===== src/rtl/pulse_mon_pkg.sv =====
// Shared types and helpers for the tick period monitor: FSM states, interval
// classes, window bounds and the interval classifier.
package pulse_mon_pkg;

    typedef enum logic [2:0] {
        ST_IDLE,
        ST_ACQ,
        ST_TRACK,
        ST_LOCKED,
        ST_FAULT
    } pulse_state_e;

    typedef enum logic [1:0] {
        CL_NONE,
        CL_EARLY,
        CL_INWIN,
        CL_LATE
    } ival_class_e;

    // Expected period is n+1; the accepted window is [n+1-tol, n+1+tol].
    function automatic int unsigned win_lo(input int unsigned n, input int unsigned tol);
        return n + 1 - tol;
    endfunction

    function automatic int unsigned win_hi(input int unsigned n, input int unsigned tol);
        return n + 1 + tol;
    endfunction

    // A real tick is classified by the current count, even when it lands on
    // the late threshold; without a tick, only the threshold itself is late.
    function automatic ival_class_e classify(input logic [31:0]  c,
                                             input logic         tick,
                                             input int unsigned  lo,
                                             input int unsigned  hi);
        ival_class_e cls;
        cls = CL_NONE;
        if (tick) begin
            if (c < lo)
                cls = CL_EARLY;
            else if (c <= hi)
                cls = CL_INWIN;
            else
                cls = CL_LATE;
        end else if (c == hi + 1) begin
            cls = CL_LATE;
        end
        return cls;
    endfunction

endpackage


===== src/rtl/pulse_interval_ctr.sv =====
// Saturating interval counter: clear to 0, load to 1, or count up and hold at
// all-ones. Clear beats load, load beats increment.
module pulse_interval_ctr #(
    parameter int CBITS = 14
) (
    input  logic             clk,
    input  logic             rst,
    input  logic             clr,
    input  logic             load1,
    input  logic             inc,
    output logic [CBITS-1:0] c
);

    always_ff @(posedge clk) begin
        if (rst || clr)
            c <= '0;
        else if (load1)
            c <= CBITS'(1);
        else if (inc && (c != '1))
            c <= c + CBITS'(1);
    end

endmodule


===== src/rtl/pulse_period_monitor.sv =====
// Tick period monitor: measures tick-to-tick intervals, classifies them against
// the expected period and tracks lock / fault with a registered-output FSM.
module pulse_period_monitor
    import pulse_mon_pkg::*;
#(
    parameter int N        = 10000,
    parameter int CBITS    = 14,
    parameter int TOL      = 2,
    parameter int LOCK_CNT = 3,
    parameter int MISS_MAX = 2,
    parameter int MBITS    = 4
) (
    input  logic             clk,
    input  logic             rst,
    input  logic             en,
    input  logic             tick,
    output logic             locked,
    output logic             fault,
    output logic             early,
    output logic             late,
    output logic [MBITS-1:0] miss_cnt,
    output logic [CBITS-1:0] ival,
    output pulse_state_e     state
);

    localparam int unsigned LO      = win_lo(N, TOL);
    localparam int unsigned HI      = win_hi(N, TOL);
    localparam int unsigned LATE_TH = HI + 1;
    localparam int          GBITS   = $clog2(LOCK_CNT + 1);

    generate
        if ((LATE_TH > (2 ** CBITS) - 1) || (TOL > N + 1)) begin : g_width_chk
            $error("pulse_period_monitor: window bounds do not fit in CBITS");
        end
    endgenerate

    pulse_state_e      state_q, state_d;
    logic [GBITS-1:0]  good_q, good_d;
    logic [MBITS-1:0]  miss_d, miss_inc;
    logic [CBITS-1:0]  ival_d, c;
    logic              early_d, late_d;
    logic              ctr_clr, ctr_load, ctr_inc;
    ival_class_e       cls;

    pulse_interval_ctr #(.CBITS(CBITS)) u_ctr (
        .clk   (clk),
        .rst   (rst),
        .clr   (ctr_clr),
        .load1 (ctr_load),
        .inc   (ctr_inc),
        .c     (c)
    );

    assign state = state_q;

    always_comb begin
        state_d  = state_q;
        good_d   = good_q;
        miss_d   = miss_cnt;
        ival_d   = ival;
        early_d  = 1'b0;
        late_d   = 1'b0;
        ctr_clr  = 1'b0;
        ctr_load = 1'b0;
        ctr_inc  = 1'b0;
        cls      = classify(32'(c), tick, LO, HI);
        miss_inc = (miss_cnt == '1) ? miss_cnt : miss_cnt + MBITS'(1);

        if (!en) begin
            state_d = ST_IDLE;
            good_d  = '0;
            miss_d  = '0;
            ival_d  = '0;
            ctr_clr = 1'b1;
        end else begin
            unique case (state_q)
                ST_IDLE: begin
                    good_d  = '0;
                    miss_d  = '0;
                    ival_d  = '0;
                    ctr_clr = 1'b1;
                    state_d = ST_ACQ;
                end
                ST_ACQ: begin
                    ctr_inc = 1'b1;
                    if (tick) begin
                        ctr_load = 1'b1;
                        state_d  = ST_TRACK;
                    end
                end
                default: begin
                    // TRACK, LOCKED and FAULT all measure and strobe; a late
                    // event acts as a virtual tick and restarts the interval.
                    ctr_inc  = 1'b1;
                    ctr_load = (cls != CL_NONE);
                    early_d  = (cls == CL_EARLY);
                    late_d   = (cls == CL_LATE);
                    if (tick)
                        ival_d = c;

                    if (state_q == ST_TRACK) begin
                        if (cls == CL_INWIN) begin
                            if (32'(good_q) + 1 == LOCK_CNT) begin
                                state_d = ST_LOCKED;
                                good_d  = '0;
                            end else begin
                                good_d = good_q + GBITS'(1);
                            end
                        end else if (cls == CL_EARLY) begin
                            good_d = '0;
                        end else if (cls == CL_LATE) begin
                            good_d  = '0;
                            state_d = ST_ACQ;
                        end
                    end else if (state_q == ST_LOCKED) begin
                        if (cls == CL_INWIN) begin
                            miss_d = '0;
                        end else if (early_d || late_d) begin
                            miss_d = miss_inc;
                            if (32'(miss_inc) == 32'(MISS_MAX))
                                state_d = ST_FAULT;
                        end
                    end else if (early_d || late_d) begin
                        miss_d = miss_inc;
                    end
                end
            endcase
        end
    end

    always_ff @(posedge clk) begin
        if (rst) begin
            state_q  <= ST_IDLE;
            good_q   <= '0;
            miss_cnt <= '0;
            ival     <= '0;
            early    <= 1'b0;
            late     <= 1'b0;
            locked   <= 1'b0;
            fault    <= 1'b0;
        end else begin
            state_q  <= state_d;
            good_q   <= good_d;
            miss_cnt <= miss_d;
            ival     <= ival_d;
            early    <= early_d;
            late     <= late_d;
            locked   <= (state_d == ST_LOCKED);
            fault    <= (state_d == ST_FAULT);
        end
    end

endmodule


===== config.mk =====
export PLATFORM = sky130hd
export DESIGN_NAME = pulse_period_monitor
export DESIGN_NICKNAME = d
export VERILOG_FILES = /design/src/rtl/pulse_mon_pkg.sv /design/src/rtl/pulse_interval_ctr.sv /design/src/rtl/pulse_period_monitor.sv
export SDC_FILE = /design/constraint.sdc
export NUM_CORES = 1
export LEC_CHECK = 0
export CAP_MARGIN = 0
export CORE_MARGIN = 2
export CORE_UTILIZATION = 50
export CTS_BUF_LIST = sky130_fd_sc_hd__clkbuf_8
export DETAILED_ROUTE_END_ITERATION = 10
export MAX_ROUTING_LAYER = met4
export PLACE_DENSITY = 0.74
export SKIP_CTS_REPAIR_TIMING = 1
export SLEW_MARGIN = 5
export SYNTH_ARGS = -nofsm -noshare
export SYNTH_HDL_FRONTEND = slang
export SYNTH_SLANG_ARGS = --single-unit

===== constraint.sdc =====
create_clock -name clk -period 2.7 [get_ports clk]
set_clock_uncertainty 0.2 [all_clocks]
set_input_delay 0.54 -clock clk [delete_from_list [all_inputs] [get_ports clk]]
set_output_delay 0.54 -clock clk [all_outputs]
set_load 0.01 [all_outputs]

After elaboration in Yosys (flattened, before gate mapping)

Cells that the tools add are included.

Order comparisons: 2
Reductions and logical operators: 15
Add/subtract/negate cells: 4
Eq/ne operators: 14
Bitwise gates (word level): 2
Multiplexer cells: 39

Operators by type and width:

| operator                | count |
|---|---|
| $mux W3                 | 11 |
| $pmux W14 S2            | 1 |
| $mux W4                 | 5 |
| $mux W2                 | 8 |
| $add A14 B1 Y14 const B | 1 |
| $eq A14 B14 Y1 const B  | 1 |
| $le A14 B14 Y1 const B  | 1 |
| $lt A14 B14 Y1 const B  | 1 |
| $mux W14                | 1 |
| $ne A14 B14 Y1 const B  | 1 |
| $eq A3 B2 Y1 const B    | 4 |
| $mux W1                 | 9 |
| $pmux W4 S2             | 1 |
| $reduce_bool A2 Y1      | 4 |
| $pmux W3 S2             | 1 |
| $add A4 B1 Y4 const B   | 1 |
| $eq A2 B2 Y1 const B    | 2 |
| $eq A4 B2 Y1 const B    | 1 |
| $eq A4 B4 Y1 const B    | 1 |
| $pmux W2 S2             | 1 |
| $reduce_and A2 Y1       | 2 |
| $reduce_bool A4 Y1      | 1 |
| $reduce_or A2 Y1        | 2 |
| $reduce_or A4 Y1        | 1 |
| 12 further kinds        | 14 |

Word-level logic and storage cells: 86
Input port bits: 4
Bits in registers: 41
Output and inout bits: 25

Depth between registers and ports, before layout

Gate-level depths: netlist of run 1.

Depth in word-level cells: 13
Gate-level depth with buffers: 8
Depth with buffers taken out: 8

Modules after synthesis

From an unflattened synthesis of run 1, not the netlist that was laid out.

Cell total of the unflattened synthesis: 242
Area total of the unflattened synthesis: 2059.5 µm²

Modules (own cells, without submodules):

| module               | cells an instance | times used | area each (µm²) | sequential area each (µm²) |
|---|---|---|---|---|
| pulse_period_monitor | 155               | 1          | 1313.8          | 540.5 |
| pulse_interval_ctr   | 87                | 1          | 745.7           | 280.3 |

Least setup slack after synthesis of run 1

OpenSTA, ideal clock, no wires.

Kind: reg2reg
Start point: register u_ctr.c[11]
End point: register fault
Data required time: 2.385 ns
Setup time: 0.115 ns
Clock period less this slack: 2.440 ns
Cell stages (with the launch flop): 7
Slack: 0.260 ns
Buffers on the path: 0
Data arrival time: 2.124 ns
Cells stage by stage: dfxtp_1 > or2_4 > or4_4 > or4_4 > a31o_1 > and2_4 > and3_1

Word-level cells in the longest chain between the ends: 13
Elaborated cells between the ends (all ways): 21
Classes of those cells: 2 x order compare; 5 x eq/ne; 13 x mux; 1 x reduce/logical

Ends and longest elaborated chain:

| item                                                | line                        | source |
|---|---|---|
| start: declaration                                  | pulse_interval_ctr.sv:11    | `output logic [CBITS-1:0] c` |
| start signal: assignment                            | pulse_interval_ctr.sv:20    | `c <= c + CBITS'(1);` |
| $le A14 B14 Y1                                      | pulse_mon_pkg.sv:40         | `else if (c <= hi)` |
| $mux W1                                             | pulse_mon_pkg.sv:40         |  |
| $mux W2                                             | pulse_mon_pkg.sv:38         | `if (c < lo)` |
| $mux W2 *                                           | pulse_mon_pkg.sv:37         | `if (tick) begin` |
| $eq A2 B1 Y1 / $eq A2 B2 Y1 (equally long branches) | n/a                         |  |
| $logic_or A1 B1 Y1                                  | pulse_period_monitor.sv:118 | `end else if (early_d \|\| late_d) begin` |
| $mux W3                                             | pulse_period_monitor.sv:118 |  |
| $mux W3                                             | pulse_period_monitor.sv:116 | `if (cls == CL_INWIN) begin` |
| $mux W3                                             | pulse_period_monitor.sv:115 | `end else if (state_q == ST_LOCKED) begin` |
| $mux W3 *                                           | pulse_period_monitor.sv:101 | `if (state_q == ST_TRACK) begin` |
| $pmux W3 S2 *                                       | pulse_period_monitor.sv:76  | `unique case (state_q)` |
| $mux W3 *                                           | pulse_period_monitor.sv:69  | `if (!en) begin` |
| $eq A3 B3 Y1 *                                      | pulse_period_monitor.sv:149 | `fault <= (state_d == ST_FAULT);` |
| end signal: assignment                              | pulse_period_monitor.sv:149 |  |
| end: declaration                                    | pulse_period_monitor.sv:18  | `output logic fault,` |

Mark *: on every way between the ends. The rest lies on a longest branch, timed or not.
A chain may end at the register's enable or synchronous reset.

Worst setup path in the final report of run 1

Ends and elaborated chain as after synthesis.

==> metrics.md, run 1 <==
| Metric | Value |
|---|---|
| Most frequent cells in the layout | `dfxtp_1, nor2_1, clkdlybuf4s50_1` |
| Share of cells above drive strength 1 | `0.0956` |
| Initial antenna violation count | `0` |
| Clk pwr share | `0.382` |
| Final hold vios | `0` |
| Slew Limit Fails | `0` |
| Fin Setup TNS | `0 ps` |
| Vias in the first global route | `1659` |
| Worst min-delay path category | `flop to flop` |
| Setup CP Type | `flop to flop` |
| Biggest fanout along the worst timing path | `5` |
| Most common cell after layout, fill and taps aside | `dfxtp_1` |
| Worst rel slew slack | `0.376` |
| Sw frac | `0.231` |
| Global route overflow | `0` |
| Dominant cell type by area after synthesis | `dfxtp_1` |
| Minimum clock period | `2560 ps` |
| Psw | `248 uW` |
| Antenna violation net count after detailed routing | `0` |
| Largest net degree at the start of global routing | `17` |
| Reg2Reg Setup Slack | `140 ps` |
| Flop pwr share | `0.567` |
| Area of the die | `4560 sq um` |
| Internal power | `828 uW` |
| R2R depth | `6` |
| Post-synth EDFFs | `0` |
| Period utilisation layout | `0.947` |
| Synth Register Bits | `41` |
| PwrDens | `441 nW/um^2` |
| Final worst slack | `143 ps` |
| Critical path's top delay family | `simple AND/OR/NAND/NOR gates` |
| Pre-antenna DRT Iters | `4` |
| Worst-path clk slew | `80 ps` |
| Initial core utilization | `0.512` |
| CP endpoint kind | `flop` |
| GPL Wtd Cong | `0.948` |
| Post-DP HPWL | `3330 um` |
| Peak Freq | `391 MHz` |
| Max Cap Violations | `0` |
| H-tree depth | `2` |
| WP depth | `6` |
| RSZ-0062 raised after global routing | `no` |
| Synth area leaders | `dfxtp_1, nor2_1, a22oi_1` |
| Critical path data arrival time | `2550 ps` |
| Unique masters post-synth | `48` |
| Vias | `1862` |
| Worst Tran Pin Value | `932 ps` |
| Die X | `67.5 um` |
| Syn_nets | `248` |
| PortBufs | `28` |
| Setup crit start kind | `flop` |
| Setup WS pre-CTS | `148 ps` |
| Final setup vio count | `0` |
| First-pass GRT wire length | `7710 um` |
| TritonCTS clock tree | `yes` |
| CP required | `2690 ps` |
| I/O pins | `29` |
| DRC violations left | `0` |
| Ant diodes | `0` |
| Synth Flop Type | `dfxtp_1` |
| Top cell by count, worst path | `or4_4` |
| GRT Overall Usage | `0.231` |
| Post-Syn Instances | `241` |
| Status | `completed` |
| Fillers | `366` |
| Row count | `23` |
| Nets | `279` |
| Die Y | `67.5 um` |
| Synth top area share | `0.407` |
| Fraction of registers with async set/reset | `0` |
| Total CTS buffers | `5` |
| Clock Latency Late Sink | `300 ps` |
| Core Region | `3940 sq um` |
| 1st-iter DRT viols | `106` |
| Leak | `0.807 nW` |
| Yosys warns | `0` |
| CTS max path bufs | `2` |
| Critical-path cell list | `or2_4 -> or4_4 -> or4_4 -> a31o_1 -> and2_4 -> and3_1` |
| Synth Area per Inst | `8.37 sq um` |
| Register area share after synthesis | `0.407` |
| Root Buffer | `clkbuf_8` |
| Hold depth | `2` |
| Mapped Area | `2020 sq um` |
| Area Overhead vs Synth | `21.1%` |
| Worst path bufs/invs | `0` |
| Crit-path slowest cell | `or4_4` |
| Largest stage delay, worst path | `590 ps` |
| Clock Sinks | `41` |
| Comb pwr share | `0.051` |
| Drt total wl | `4630 um` |
| Worst IR drop on VDD | `0.303 mV` |
| Post-DR vias/cell | `5.78` |
| Post-DR wirelength/cell | `14.4 um` |
## final timing paths
path	startpoint	to
worst max-delay path	u_ctr.c[11]	fault
worst min-delay path	ival[4]	ival[4]
worst max register to register	u_ctr.c[11]	fault
worst min register to register	ival[4]	ival[4]
## metal layers
metal / up-vias / part of all wire / track usage
met1: 879 / 0.44 / 0.276
met5: - / 0 / -
li1: 927 / - / -
met4: 0 / 0.020 / 0.0842
met3: 8 / 0.047 / 0.0533
met2: 48 / 0.49 / 0.379
## per-stage QoR
step                instance area (sq um)  utilization  instances  hold slack [ps]  power (mW)
floorplan                            2020            -        241              285       0.662
global placement                     2340        0.594        315              287       0.679
detailed placement                   2340        0.594        315              288       0.679
CTS                                  2430        0.617        322              317        1.09
global route                         2440        0.619        322              339        1.12
finish                               2440        0.619        322              307        1.08
## worst register-to-register path: stages, from the launching register on
cell	delay, ps
dfxtp_1	360
or2_4	280
or4_4	440
or4_4	590
a31o_1	260
and2_4	160
and3_1	160
## layout make-up
class	count	area, sq um	share of cell area
clock buffers	6	82.6	0.0338
inverters	9	33.8	0.0138
multi-input cells	176	1070	0.439
repair buffers	39	363	0.149
flip-flops and latches	41	821	0.336
clock inverters	1	7.51	0.00307
well taps	50	62.6	0.0256
## power groups by stage
stage	logic (mW)	clock network [mW]	registers [mW]
3_5_place_dp	0.0544	0	0.624
6_report	0.0548	0.411	0.610
2_1_floorplan	0.0402	0	0.622
3_3_place_gp	0.0545	0	0.624
5_1_grt	0.0606	0.448	0.610
4_1_cts	0.0545	0.424	0.610
## synthesized netlist by cell type (3+ instances only)
cell type and instances:
and3_1 4, xnor2_1 9, a211oi_1 4, nand2_1 13, o211ai_1 3, mux2i_1 3, a22oi_1 14, nand4_1 5
dfxtp_1 41, inv_1 9, a31oi_1 3, ha_1 3, nand2b_1 3, nor4_1 4, nor2_1 40, o21ai_0 8
a21oi_1 12, nand3_1 7, clkbuf_1 6, or3_1 4, nor3_1 10
## logic make-up after synthesis
logic type               synth area share
AO/OA/AOI/OAI                       0.189
buffers and inverters              0.0670
AND/OR/NAND/NOR                     0.260
flip-flops                          0.407
adder cells (fa/ha/maj)            0.0186
XOR/XNOR                           0.0434
multiplexers                       0.0149
## sequential cells by signal (all words and copies together) (netlist names)
name / cells
late: 1
miss_cnt: 4
early: 1
state: 3
ival: 14
fault: 1
locked: 1
good_q: 2
u_ctr.c: 14
(Power assumes the default switching activity.)
==> run 2: changes to the inputs <==
- GPL_TIMING_DRIVEN: unset -> 1
- MAX_ROUTING_LAYER: met4 -> unset
==> metrics.md, run 2 (synthesis results as in run 1) <==
| Metric | Value |
|---|---|
| Minimum clock period | `2550 ps` |
| Max Cap Violations | `0` |
| Worst-path clk slew | `80 ps` |
| Total power | `1.05 mW` |
| Core Region | `3940 sq um` |
| PortBufs | `28` |
| Peak Freq | `392 MHz` |
| Antenna violation net count after detailed routing | `0` |
| Internal power | `801 uW` |
| Vias | `1816` |
| Final hold vios | `0` |
| Flop pwr share | `0.583` |
| Global route overflow | `0` |
| Number of instances in the placed design | `315` |
| Pre-antenna DRT Iters | `4` |
| Ant diodes | `0` |
| R2R depth | `6` |
| Psw | `244 uW` |
| Period utilisation layout | `0.946` |
| Fin area | `2440 sq um` |
| Leak | `0.808 nW` |
| Hold path startpoint | `ival[8]` |
| Status | `completed` |
| Worst flop-to-flop path startpoint | `u_ctr.c[11]` |
| Most common cell after layout, fill and taps aside | `dfxtp_1` |
| Post-DR wirelength/cell | `13.8 um` |
| Worst Tran Pin Value | `966 ps` |
| DRC violations left | `0` |
| GRT Overall Usage | `0.223` |
| Die X | `67.5 um` |
| Biggest fanout along the worst timing path | `5` |
| Final worst slack | `146 ps` |
| CTS max path bufs | `2` |
| Post-DR vias/cell | `5.62` |
| Clk pwr share | `0.364` |
| Initial core utilization | `0.512` |
| Fin Setup TNS | `0 ps` |
| Largest registers | `ival (14), u_ctr.c (14), miss_cnt (4)` |
| Comb pwr share | `0.053` |
| Row count | `23` |
| Post-DP HPWL | `3230 um` |
| Finished Layout Cells | `323` |
| Worst min-delay path category | `flop to flop` |
| Sw frac | `0.234` |
| Placed Area | `2340 sq um` |
| 1st-iter DRT viols | `143` |
| PwrDens | `429 nW/um^2` |
| Area of the die | `4560 sq um` |
| Worst IR drop on VDD | `0.279 mV` |
| Final setup vio count | `0` |
| Largest net degree at the start of global routing | `17` |
| H-tree depth | `2` |
| I/O pins | `29` |
| Root Buffer | `clkbuf_8` |
| Setup CP Type | `flop to flop` |
| RSZ-0062 raised after global routing | `no` |
| GPL Wtd Cong | `0.926` |
| First-pass GRT wire length | `7570 um` |
| Most frequent cells in the layout | `dfxtp_1, nor2_1, clkdlybuf4s50_1` |
| Slew Limit Fails | `0` |
| Worst setup path startpoint | `u_ctr.c[11]` |
| Total CTS buffers | `5` |
| CP endpoint kind | `flop` |
| Area Overhead vs Synth | `20.8%` |
| Hold depth | `2` |
| Nets | `279` |
| Vias in the first global route | `1626` |
| Clock Sinks | `41` |
| Setup crit start kind | `flop` |
| Drt total wl | `4450 um` |
| Reg2Reg Setup Slack | `150 ps` |
| TritonCTS clock tree | `yes` |
| Fillers | `331` |
| Share of cells above drive strength 1 | `0.0916` |
| Initial antenna violation count | `0` |
| CP required | `2690 ps` |
| Clock Latency Late Sink | `290 ps` |
| Critical path data arrival time | `2540 ps` |
| Worst rel slew slack | `0.354` |
| Die Y | `67.5 um` |
| Setup WS pre-CTS | `127 ps` |
==> run 2: changes by cell type in the layout (fill, tap and decap cells not counted) <==
| cell | delta |
|---|---|
| a311oi_2 | +1 |
| clkbuf_8 | -1 |
| nor3_2 | -1 |
| nor3_1 | +1 |
| inv_1 | +2 |
| a311oi_1 | -1 |
==> run 2: per-stage QoR <==
stage / util / hold WS (ps)
4_1_cts: 0.615 / 312
6_report: 0.618 / 304
3_3_place_gp: 0.594 / 287
2_1_floorplan: - / 285
3_5_place_dp: 0.594 / 290
5_1_grt: 0.618 / 343
==> run 2: power groups by stage <==
stage | Clock [mW] | Combinational, mW | Sequential [mW]
after floorplan | 0 | 0.0402 | 0.622
after global placement | 0 | 0.0549 | 0.624
after detailed placement | 0 | 0.0547 | 0.624
after CTS | 0.394 | 0.0550 | 0.610
after global routing | 0.423 | 0.0610 | 0.610
final | 0.381 | 0.0550 | 0.610
==> run 2: metal layers <==
layer | vias to the layer above | GRT usage | wire length [um]
met3 | 11 | 0.0517 | 239
met1 | 822 | 0.282 | 2000
met4 | 0 | 0.102 | 121
li1 | 929 | - | -
met5 | - | 0 | 0
met2 | 54 | 0.358 | 2090
==> run 2: path summary, 6_finish.rpt <==
kind	end
max	fault
min	ival[8]
max reg2reg	fault
min reg2reg	ival[8]
==> run 2: critical path, cell delays in order, from the launching register on <==
cell and delay, ps:
dfxtp_1 360, or2_4 280, or4_4 430, or4_4 590, a31o_1 260, and2_4 160, and3_1 170
==> run 2: final cells by class <==
class                   count  area, sq um  area share
multi-input cells         176         1070       0.440
flip-flops and latches     41          821       0.337
repair buffers             39          363       0.149
clock buffers               5         68.8      0.0282
well taps                  50         62.6      0.0257
inverters                   9         33.8      0.0139
clock inverters             3         15.0     0.00616
